==> config.mk <==
export PLATFORM = sky130hd
export DESIGN_NAME = sweep_ctrl_flat
export DESIGN_NICKNAME = d
export VERILOG_FILES = /design/src/rtl/sweep_pkg.sv /design/src/rtl/sweep_if.sv /design/src/rtl/sweep_datapath.sv /design/src/rtl/sweep_ctrl.sv /design/src/flat_wrapper.sv
export SDC_FILE = /design/constraint.sdc
export NUM_CORES = 1
export LEC_CHECK = 0
export CAP_MARGIN = 20
export CORE_MARGIN = 2
export CORE_UTILIZATION = 54
export DETAILED_ROUTE_END_ITERATION = 10
export GPL_TIMING_DRIVEN = 0
export PLACE_DENSITY = 0.79
export SLEW_MARGIN = 20
export SYNTH_ARGS = -nofsm -noshare
export SYNTH_HDL_FRONTEND = slang
export SYNTH_HIERARCHICAL = 1
export SYNTH_SLANG_ARGS = --single-unit
export TNS_END_PERCENT = 20
==> constraint.sdc <==
create_clock -name clk -period 3.25 [get_ports clk]
set_input_delay 0.65 -clock clk [delete_from_list [all_inputs] [get_ports clk]]
set_output_delay 0.65 -clock clk [all_outputs]
set_load 0.005 [all_outputs]
==> src/rtl/sweep_pkg.sv <==
// Shared types and constants for the up/down sweep sequencer.
// Imported by the controller and its datapath.
package sweep_pkg;

    typedef enum logic [2:0] {
        IDLE,
        UP,
        HOLD_HI,
        DOWN,
        HOLD_LO
    } sweep_state_t;

    typedef enum logic [1:0] {
        OP_HOLD,
        OP_LOAD,
        OP_INC,
        OP_DEC
    } cnt_op_t;

    localparam logic DIR_UP   = 1'b0;
    localparam logic DIR_DOWN = 1'b1;

endpackage

==> src/rtl/sweep_if.sv <==
// Requester-side bundle of the sweep sequencer: start/abort pulses, limits,
// sweep configuration, and the registered count/status returned to the consumer.
interface sweep_if #(
    parameter int WIDTH = 4,
    parameter int CNT_W = 8
);
    logic             start;
    logic             abort;
    logic [WIDTH-1:0] lo;
    logic [WIDTH-1:0] hi;
    logic             dwell;
    logic [CNT_W-1:0] n_sweeps;
    logic [WIDTH-1:0] cont;
    logic             dir;
    logic             busy;
    logic             done;
    logic             err;
    logic [CNT_W-1:0] sweep_cnt;

    modport master (
        output start, abort, lo, hi, dwell, n_sweeps,
        input  cont, dir, busy, done, err, sweep_cnt
    );

    modport slave (
        input  start, abort, lo, hi, dwell, n_sweeps,
        output cont, dir, busy, done, err, sweep_cnt
    );
endinterface

==> src/rtl/sweep_datapath.sv <==
// Count register of the sweep sequencer with load/inc/dec/hold control
// and equality flags against the latched limits.
module sweep_datapath
    import sweep_pkg::*;
#(
    parameter int WIDTH = 4
) (
    input  logic             clk,
    input  logic             rst,
    input  cnt_op_t          op,
    input  logic [WIDTH-1:0] load_val,
    input  logic [WIDTH-1:0] lo_lim,
    input  logic [WIDTH-1:0] hi_lim,
    output logic [WIDTH-1:0] cont,
    output logic             at_hi,
    output logic             at_lo
);
    logic [WIDTH-1:0] cont_d;
    logic [WIDTH-1:0] cont_q;

    // The controller never asks for inc at hi or dec at lo, so no wrap guard is needed.
    always_comb begin
        cont_d = cont_q;
        case (op)
            OP_LOAD: cont_d = load_val;
            OP_INC:  cont_d = cont_q + 1'b1;
            OP_DEC:  cont_d = cont_q - 1'b1;
            default: cont_d = cont_q;
        endcase
    end

    always_ff @(posedge clk or posedge rst) begin
        if (rst) cont_q <= '0;
        else     cont_q <= cont_d;
    end

    assign cont  = cont_q;
    assign at_hi = (cont_q == hi_lim);
    assign at_lo = (cont_q == lo_lim);
endmodule

==> src/rtl/sweep_ctrl.sv <==
// Bounce-sweep sequencer: runs the count between latched limits for a
// programmed number of round trips, with optional dwell and abort.
module sweep_ctrl
    import sweep_pkg::*;
#(
    parameter int WIDTH = 4,
    parameter int CNT_W = 8
) (
    input  logic    clk,
    input  logic    rst,
    sweep_if.slave  bus
);
    sweep_state_t     state_d, state_q;
    logic [WIDTH-1:0] lo_d, lo_q, hi_d, hi_q;
    logic             dwell_d, dwell_q;
    logic [CNT_W-1:0] n_sweeps_d, n_sweeps_q;
    logic [CNT_W-1:0] sweep_cnt_d, sweep_cnt_q;
    logic [CNT_W-1:0] sweep_inc;
    logic             dir_d, dir_q, busy_d, busy_q;
    logic             done_d, done_q, err_d, err_q;
    cnt_op_t          op;
    logic [WIDTH-1:0] cont;
    logic             at_hi, at_lo;

    sweep_datapath #(.WIDTH(WIDTH)) u_datapath (
        .clk      (clk),
        .rst      (rst),
        .op       (op),
        .load_val (bus.lo),
        .lo_lim   (lo_q),
        .hi_lim   (hi_q),
        .cont     (cont),
        .at_hi    (at_hi),
        .at_lo    (at_lo)
    );

    assign sweep_inc = sweep_cnt_q + CNT_W'(1);

    always_comb begin
        state_d     = state_q;
        lo_d        = lo_q;
        hi_d        = hi_q;
        dwell_d     = dwell_q;
        n_sweeps_d  = n_sweeps_q;
        sweep_cnt_d = sweep_cnt_q;
        dir_d       = dir_q;
        busy_d      = busy_q;
        done_d      = 1'b0;
        err_d       = 1'b0;
        op          = OP_HOLD;

        // Abort freezes count, direction and trip count where they stand.
        if (state_q != IDLE && bus.abort) begin
            state_d = IDLE;
            busy_d  = 1'b0;
        end else begin
            case (state_q)
                IDLE: begin
                    if (bus.start) begin
                        if (bus.lo < bus.hi) begin
                            lo_d        = bus.lo;
                            hi_d        = bus.hi;
                            dwell_d     = bus.dwell;
                            n_sweeps_d  = bus.n_sweeps;
                            sweep_cnt_d = '0;
                            dir_d       = DIR_UP;
                            busy_d      = 1'b1;
                            op          = OP_LOAD;
                            state_d     = UP;
                        end else begin
                            err_d = 1'b1;
                        end
                    end
                end
                UP: begin
                    if (at_hi) begin
                        dir_d = DIR_DOWN;
                        if (dwell_q) begin
                            state_d = HOLD_HI;
                        end else begin
                            op      = OP_DEC;
                            state_d = DOWN;
                        end
                    end else begin
                        op = OP_INC;
                    end
                end
                HOLD_HI: begin
                    op      = OP_DEC;
                    state_d = DOWN;
                end
                DOWN: begin
                    if (at_lo) begin
                        sweep_cnt_d = sweep_inc;
                        if (n_sweeps_q != '0 && sweep_inc == n_sweeps_q) begin
                            state_d = IDLE;
                            busy_d  = 1'b0;
                            done_d  = 1'b1;
                        end else begin
                            dir_d = DIR_UP;
                            if (dwell_q) begin
                                state_d = HOLD_LO;
                            end else begin
                                op      = OP_INC;
                                state_d = UP;
                            end
                        end
                    end else begin
                        op = OP_DEC;
                    end
                end
                HOLD_LO: begin
                    op      = OP_INC;
                    state_d = UP;
                end
                default: state_d = IDLE;
            endcase
        end
    end

    always_ff @(posedge clk or posedge rst) begin
        if (rst) begin
            state_q     <= IDLE;
            lo_q        <= '0;
            hi_q        <= '0;
            dwell_q     <= 1'b0;
            n_sweeps_q  <= '0;
            sweep_cnt_q <= '0;
            dir_q       <= DIR_UP;
            busy_q      <= 1'b0;
            done_q      <= 1'b0;
            err_q       <= 1'b0;
        end else begin
            state_q     <= state_d;
            lo_q        <= lo_d;
            hi_q        <= hi_d;
            dwell_q     <= dwell_d;
            n_sweeps_q  <= n_sweeps_d;
            sweep_cnt_q <= sweep_cnt_d;
            dir_q       <= dir_d;
            busy_q      <= busy_d;
            done_q      <= done_d;
            err_q       <= err_d;
        end
    end

    assign bus.cont      = cont;
    assign bus.dir       = dir_q;
    assign bus.busy      = busy_q;
    assign bus.done      = done_q;
    assign bus.err       = err_q;
    assign bus.sweep_cnt = sweep_cnt_q;
endmodule

==> src/flat_wrapper.sv <==
// flat-port wrapper written by rule: the top's interface ports become plain ports
module sweep_ctrl_flat import sweep_pkg::*;
#(
    parameter int WIDTH = 4,
    parameter int CNT_W = 8
)
  (clk, rst, bus_start, bus_abort, bus_lo, bus_hi, bus_dwell, bus_n_sweeps, bus_cont, bus_dir, bus_busy, bus_done, bus_err, bus_sweep_cnt);
  sweep_if #(.WIDTH(WIDTH), .CNT_W(CNT_W)) bus_i ();
  input  logic clk;
  input  logic rst;
  input wire logic [$bits(bus_i.start)-1:0] bus_start;
  input wire logic [$bits(bus_i.abort)-1:0] bus_abort;
  input wire logic [$bits(bus_i.lo)-1:0] bus_lo;
  input wire logic [$bits(bus_i.hi)-1:0] bus_hi;
  input wire logic [$bits(bus_i.dwell)-1:0] bus_dwell;
  input wire logic [$bits(bus_i.n_sweeps)-1:0] bus_n_sweeps;
  output wire logic [$bits(bus_i.cont)-1:0] bus_cont;
  output wire logic [$bits(bus_i.dir)-1:0] bus_dir;
  output wire logic [$bits(bus_i.busy)-1:0] bus_busy;
  output wire logic [$bits(bus_i.done)-1:0] bus_done;
  output wire logic [$bits(bus_i.err)-1:0] bus_err;
  output wire logic [$bits(bus_i.sweep_cnt)-1:0] bus_sweep_cnt;
  assign bus_i.start = bus_start;
  assign bus_i.abort = bus_abort;
  assign bus_i.lo = bus_lo;
  assign bus_i.hi = bus_hi;
  assign bus_i.dwell = bus_dwell;
  assign bus_i.n_sweeps = bus_n_sweeps;
  assign bus_cont = bus_i.cont;
  assign bus_dir = bus_i.dir;
  assign bus_busy = bus_i.busy;
  assign bus_done = bus_i.done;
  assign bus_err = bus_i.err;
  assign bus_sweep_cnt = bus_i.sweep_cnt;
  sweep_ctrl #(.WIDTH(WIDTH), .CNT_W(CNT_W)) u_core (.clk(clk), .rst(rst), .bus(bus_i));
endmodule
Word-level counts from Yosys, hierarchy flattened:

Cells that the tools add are included.
W data, S select, Z words.

* register bits after elaboration: 36
* logic and storage cells: 93

* add/subtract/negate cells: 3
* $lt $le $gt $ge: 1
* equal/unequal tests: 20
* muxes and demuxes: 43
* bitwise logic cells: 1
* reductions and logical operators: 14

Operators by type and width (count)
* $mux W8: 3
* $mux W3: 7
* $mux W1: 20
* $pmux W8 S2: 1
* $pmux W3 S5: 1
* $mux W2: 7
* $ne A3 B1 Y1 const B: 4
* $pmux W4 S3: 1
* $reduce_bool A3 Y1: 4
* $pmux W2 S5: 1
* $reduce_and A5 Y1: 2
* $add A8 B1 Y8 const B: 1
* $eq A4 B4 Y1: 2
* $eq A8 B8 Y1: 1
* $reduce_and A4 Y1: 2
* $reduce_bool A8 Y1: 1
* $reduce_and A7 Y1: 1
* $eq A3 B2 Y1 const B: 2
* $ne A2 B1 Y1 const B: 3
* $add A4 B1 Y4 const B: 1
* $eq A2 B2 Y1 const B: 2
* $lt A4 B4 Y1: 1
* $ne A2 B2 Y1 const B: 2
* $sub A4 B1 Y4 const B: 1
* other kinds (10): 11

Longest topological paths before layout:

* word-level depth: 9
* mapped depth: 16
* gate-level depth less buffers: 14

By module:

The synthesis kept the hierarchy.

Modules (own cells, without submodules)
* sweep_ctrl: times used 1, cells an instance 187, area each 1904.3 um2, sequential area each 800.8 um2
* sweep_datapath: times used 1, cells an instance 50, area each 409.1 um2, sequential area each 100.1 um2

Worst setup path after synthesis:

OpenSTA, ideal clock, no wires.

* kind: in2reg
* start point: input bus_hi[1]
* end point: register u_core.u_datapath.cont_q[2] (netlist: u_core/u_datapath/cont[2])
* library setup time: 0.077 ns
* arrival: 2.887 ns
* setup slack: 0.286 ns
* stages on the path: 15
* cell sequence: inv_1 -> ha_1 -> a2111oi_4 -> or2_2 -> nand3_2 -> buf_6 -> a21oi_1 -> buf_6 -> nand2_1 -> xnor2_1 -> ha_1 -> nor2_1 -> xor2_1 -> o22ai_1 -> a21oi_1

* longest elaborated chain between the ends: 7
* elaborated cells between the ends (all ways): 10

RTL lines
* start: declaration: RTL line flat_wrapper.sv:14 `input wire logic [$bits(bus_i.hi)-1:0] bus_hi;`
* $lt A4 B4 Y1 (*): RTL line sweep_ctrl.sv:60 `if (bus.lo < bus.hi) begin`
* $mux W1 (*): RTL line sweep_ctrl.sv:60
* $mux W2 (*): RTL line sweep_ctrl.sv:59 `if (bus.start) begin`
* $pmux W2 S5 (*): RTL line sweep_ctrl.sv:57 `case (state_q)`
* $mux W2 (*): RTL line sweep_ctrl.sv:53 `if (state_q != IDLE && bus.abort) begin`
* named net u_core.op[0]: RTL line sweep_ctrl.sv:21 `cnt_op_t op;`
* $eq A2 B2 Y1 / $eq A2 B1 Y1 (equally long branches): RTL line sweep_datapath.sv:24 `case (op)`
* $pmux W4 S3 / $reduce_bool A3 Y1 (equally long branches)
* end signal: assignment: RTL line sweep_datapath.sv:34 `else cont_q <= cont_d;`
* end: declaration: RTL line sweep_datapath.sv:19 `logic [WIDTH-1:0] cont_q;`

Mark *: on every way through the listed nets, which the timed path passes. The rest lies on a longest branch.
A chain may end at the register's enable or synchronous reset.

Final worst setup path:

Same ends and word-level chain as after synthesis.

==> results.sh <==
export IMPL_setup_viol=0
export IMPL_synth_top_area_cell="dfrtp_1"
export IMPL_clk_pin_slew_ns=0.08
export IMPL_clock_latency_ns=0.30
export IMPL_tritoncts="done"
export IMPL_grt_first_pass_wirelength_um=8890
export IMPL_drtPass1Iterations=4
export IMPL_ys_ff_latch=36
export IMPL_synthesis_area_um2=2310
export IMPL_grt_pass1_vias=1822
export IMPL_fin_cells=338
export IMPL_drc_errors=0
export IMPL_die_area_um2=4820
export IMPL_final_common_cell="dfrtp_1"
export IMPL_root_buffer="clkbuf_8"
export IMPL_status="finished clean"
export IMPL_cp_end_kind="flop"
export IMPL_required_ns=3.48
export IMPL_layout_common_cells="35 x dfrtp_1, 33 x clkdlybuf4s50_1, 19 x o21ai_0"
export IMPL_cap_viol_max_count=0
export IMPL_grt_max_degree=33
export IMPL_num_rows=23
export IMPL_io_buffer_count=36
export IMPL_finalCritPeriodShare_pct=96.3
export IMPL_wl_um=5450
export IMPL_synth_main_ff_cell="dfrtp_1"
export IMPL_async_flop_share_pct=100
export IMPL_yosys_cell_types_count=49
export IMPL_synth_area_leaders="dfrtp_1 39%, mux2_4 6.5%, o21ai_0 4.1%"
export IMPL_ant_nets=0
export IMPL_final_core_util_pct=73.4
export IMPL_power_density_nw_per_um2=798
export IMPL_placed_cell_area_um2=2740
export IMPL_route_vias_total=2006
export IMPL_layout_drive_gt1_share_pct=21.2
export IMPL_max_slew_margin_pct=55.4
export IMPL_io_pins=37
export IMPL_synth_edff_count=0
export IMPL_critPathKind="input port to flop"
export IMPL_netlist_instances=237
export IMPL_gp_congestion=0.832
export IMPL_fmax_ghz=0.319
export IMPL_syn_to_final_growth_pct=28.7
export IMPL_synth_nets=263
export IMPL_htreeDepth=2
export IMPL_hold_viol=0
export IMPL_dp_hpwl_um=3700
export IMPL_worst_clock_skew_ns=0.00252
export IMPL_clock_path_buffers=2
export IMPL_grt_overflow=0
export IMPL_chipWidth_um=69.5
export IMPL_grtUsageTotal_pct=22.9
export IMPL_yosysTopAreaCellShare_pct=38.9
export IMPL_tightest_slew_ns=0.668
export IMPL_worstPathArrival_ns=3.36
export IMPL_yosys_warnings=6
export IMPL_dp_cells=323
export IMPL_worstHoldPathType="flop to flop"
export IMPL_numCtsBuffers=5
export IMPL_slew_viol_final=0
export IMPL_final_area_um2=2980
export IMPL_num_antenna_cells=0
export IMPL_antenna_found_initial=0
export IMPL_viasPerCell=5.93
export IMPL_cp_max_fo=3
export IMPL_start_util_pct=57.0
export IMPL_wire_per_inst_um=16.1
export IMPL_avgSynthCellArea_um2=9.76
export IMPL_drt_iter0_drc=119
export IMPL_die_height_um=69.5
export IMPL_fin_crit_ns=3.13
export IMPL_nets=313
export IMPL_yosysSeqAreaShare_pct=38.9
export IMPL_leakagePower_uw=0.00126
export IMPL_clock_sinks=36
export IMPL_vdd_ir_drop_max_mv=0.416
export IMPL_startpoint_type="input port"
export IMPL_core_region_area_um2=4060
==> worst paths after layout <==
path / from / end / slack [ns] / cells after the start
max in group asynchronous: rst / u_core/bus.sweep_cnt[3] / 1.98 / 2
worst min-delay path: u_core/hi_q[1] / u_core/hi_q[1] / 0.53 / 2
min in group asynchronous: rst / u_core/u_datapath/cont[2] / 0.58 / 2
worst max register to register: u_core/bus.sweep_cnt[0] / u_core/u_datapath/cont[2] / 0.21 / 14
worst max-delay path: bus_hi[1] / u_core/u_datapath/cont[2] / 0.12 / 16
worst min register to register: u_core/hi_q[1] / u_core/hi_q[1] / 0.53 / 2
==> cell families after synthesis <==
| kind of cell | count (synthesis) | synth area share, % |
|---|---|---|
| and+or+nand+nor | 70 | 15.8 |
| AOI/OAI and AO/OA | 65 | 20.0 |
| DFF | 36 | 38.9 |
| buffers and inverters | 26 | 6.00 |
| xor gates and xnor gates | 19 | 7.19 |
| muxes | 16 | 9.36 |
| adders and majority gates | 5 | 2.70 |
==> worst max-delay path, stage by stage <==
cell	delay, ns
clkdlybuf4s50_1	0.46
inv_1	0.07
ha_4	0.25
a2111oi_4	0.36
or2_4	0.21
nand3_4	0.08
buf_6	0.14
a21oi_4	0.11
buf_6	0.11
nand2_2	0.08
xnor2_2	0.14
ha_2	0.20
nor2_2	0.12
xor2_1	0.16
o22ai_1	0.10
a21oi_1	0.11
==> state kept, by name, indices dropped and copies added, names as in the netlist <==
register                cells
u_core/bus.sweep_cnt        8
u_core/n_sweeps_q           8
u_core/hi_q                 4
u_core/lo_q                 4
u_core/u_datapath/cont      4
u_core/state_q              3
u_core/bus.busy             1
u_core/bus.dir              1
u_core/bus.done             1
u_core/bus.err              1
u_core/dwell_q              1
==> power breakdown <==
group | switching, uW | internal, uW
logic | 646 | 638
clock network | 185 | 152
registers | 149 | 605
total | 980 | 1390
==> Yosys cell counts (4+ instances only) <==
cell type	number
mux2_4	10
clkbuf_1	4
xnor2_1	9
ha_1	5
buf_6	5
o31ai_1	4
xor2_1	10
a21o_1	5
o21ai_0	19
a211oi_1	4
a31oi_1	5
nand3_1	5
inv_1	14
dfrtp_1	36
a21oi_1	9
nor4_1	6
nor2_1	16
nand2_1	19
==> metrics by stage <==
stage	hold WS, ns	setup slack, ns	setup TNS [ns]	total power, uW
finish	0.525	0.120	0	2370
global route	0.536	-0.00857	-0.00857	2530
CTS	0.521	0.0156	0	2260
global placement	0.483	-0.517	-1.06	1840
floorplan	0.416	0.286	0	1580
detailed placement	0.494	-0.558	-1.18	1870
==> final cells by class <==
type | instances | area (um2)
sequential | 36 | 902
timing repair buffer | 43 | 417
clock inverter | 3 | 23.8
tap | 50 | 62.6
fill | 299 | 1080
buffer | 12 | 86.3
inverter | 14 | 52.6
clock buffer | 5 | 68.8
multi-input combinational | 175 | 1360
==> timing repair <==
item                       CTS  global route
pin swaps                    3             8
gates resized for setup      7            14
hold buffers                 0             0
setup buffers                4             3
hold endpoints to repair     0             0
setup endpoints to repair    2             3
==> metal layers <==
metal / global-route usage (%) / vias to the layer above / wire length, um
li1: - / 959 / -
met2: 34.9 / 80 / 2470
met5: 0 / - / 0
met3: 5.23 / 11 / 291
met1: 32.8 / 956 / 2590
met4: 6.32 / 0 / 91
Note: power is estimated with default switching activity, not from simulation.
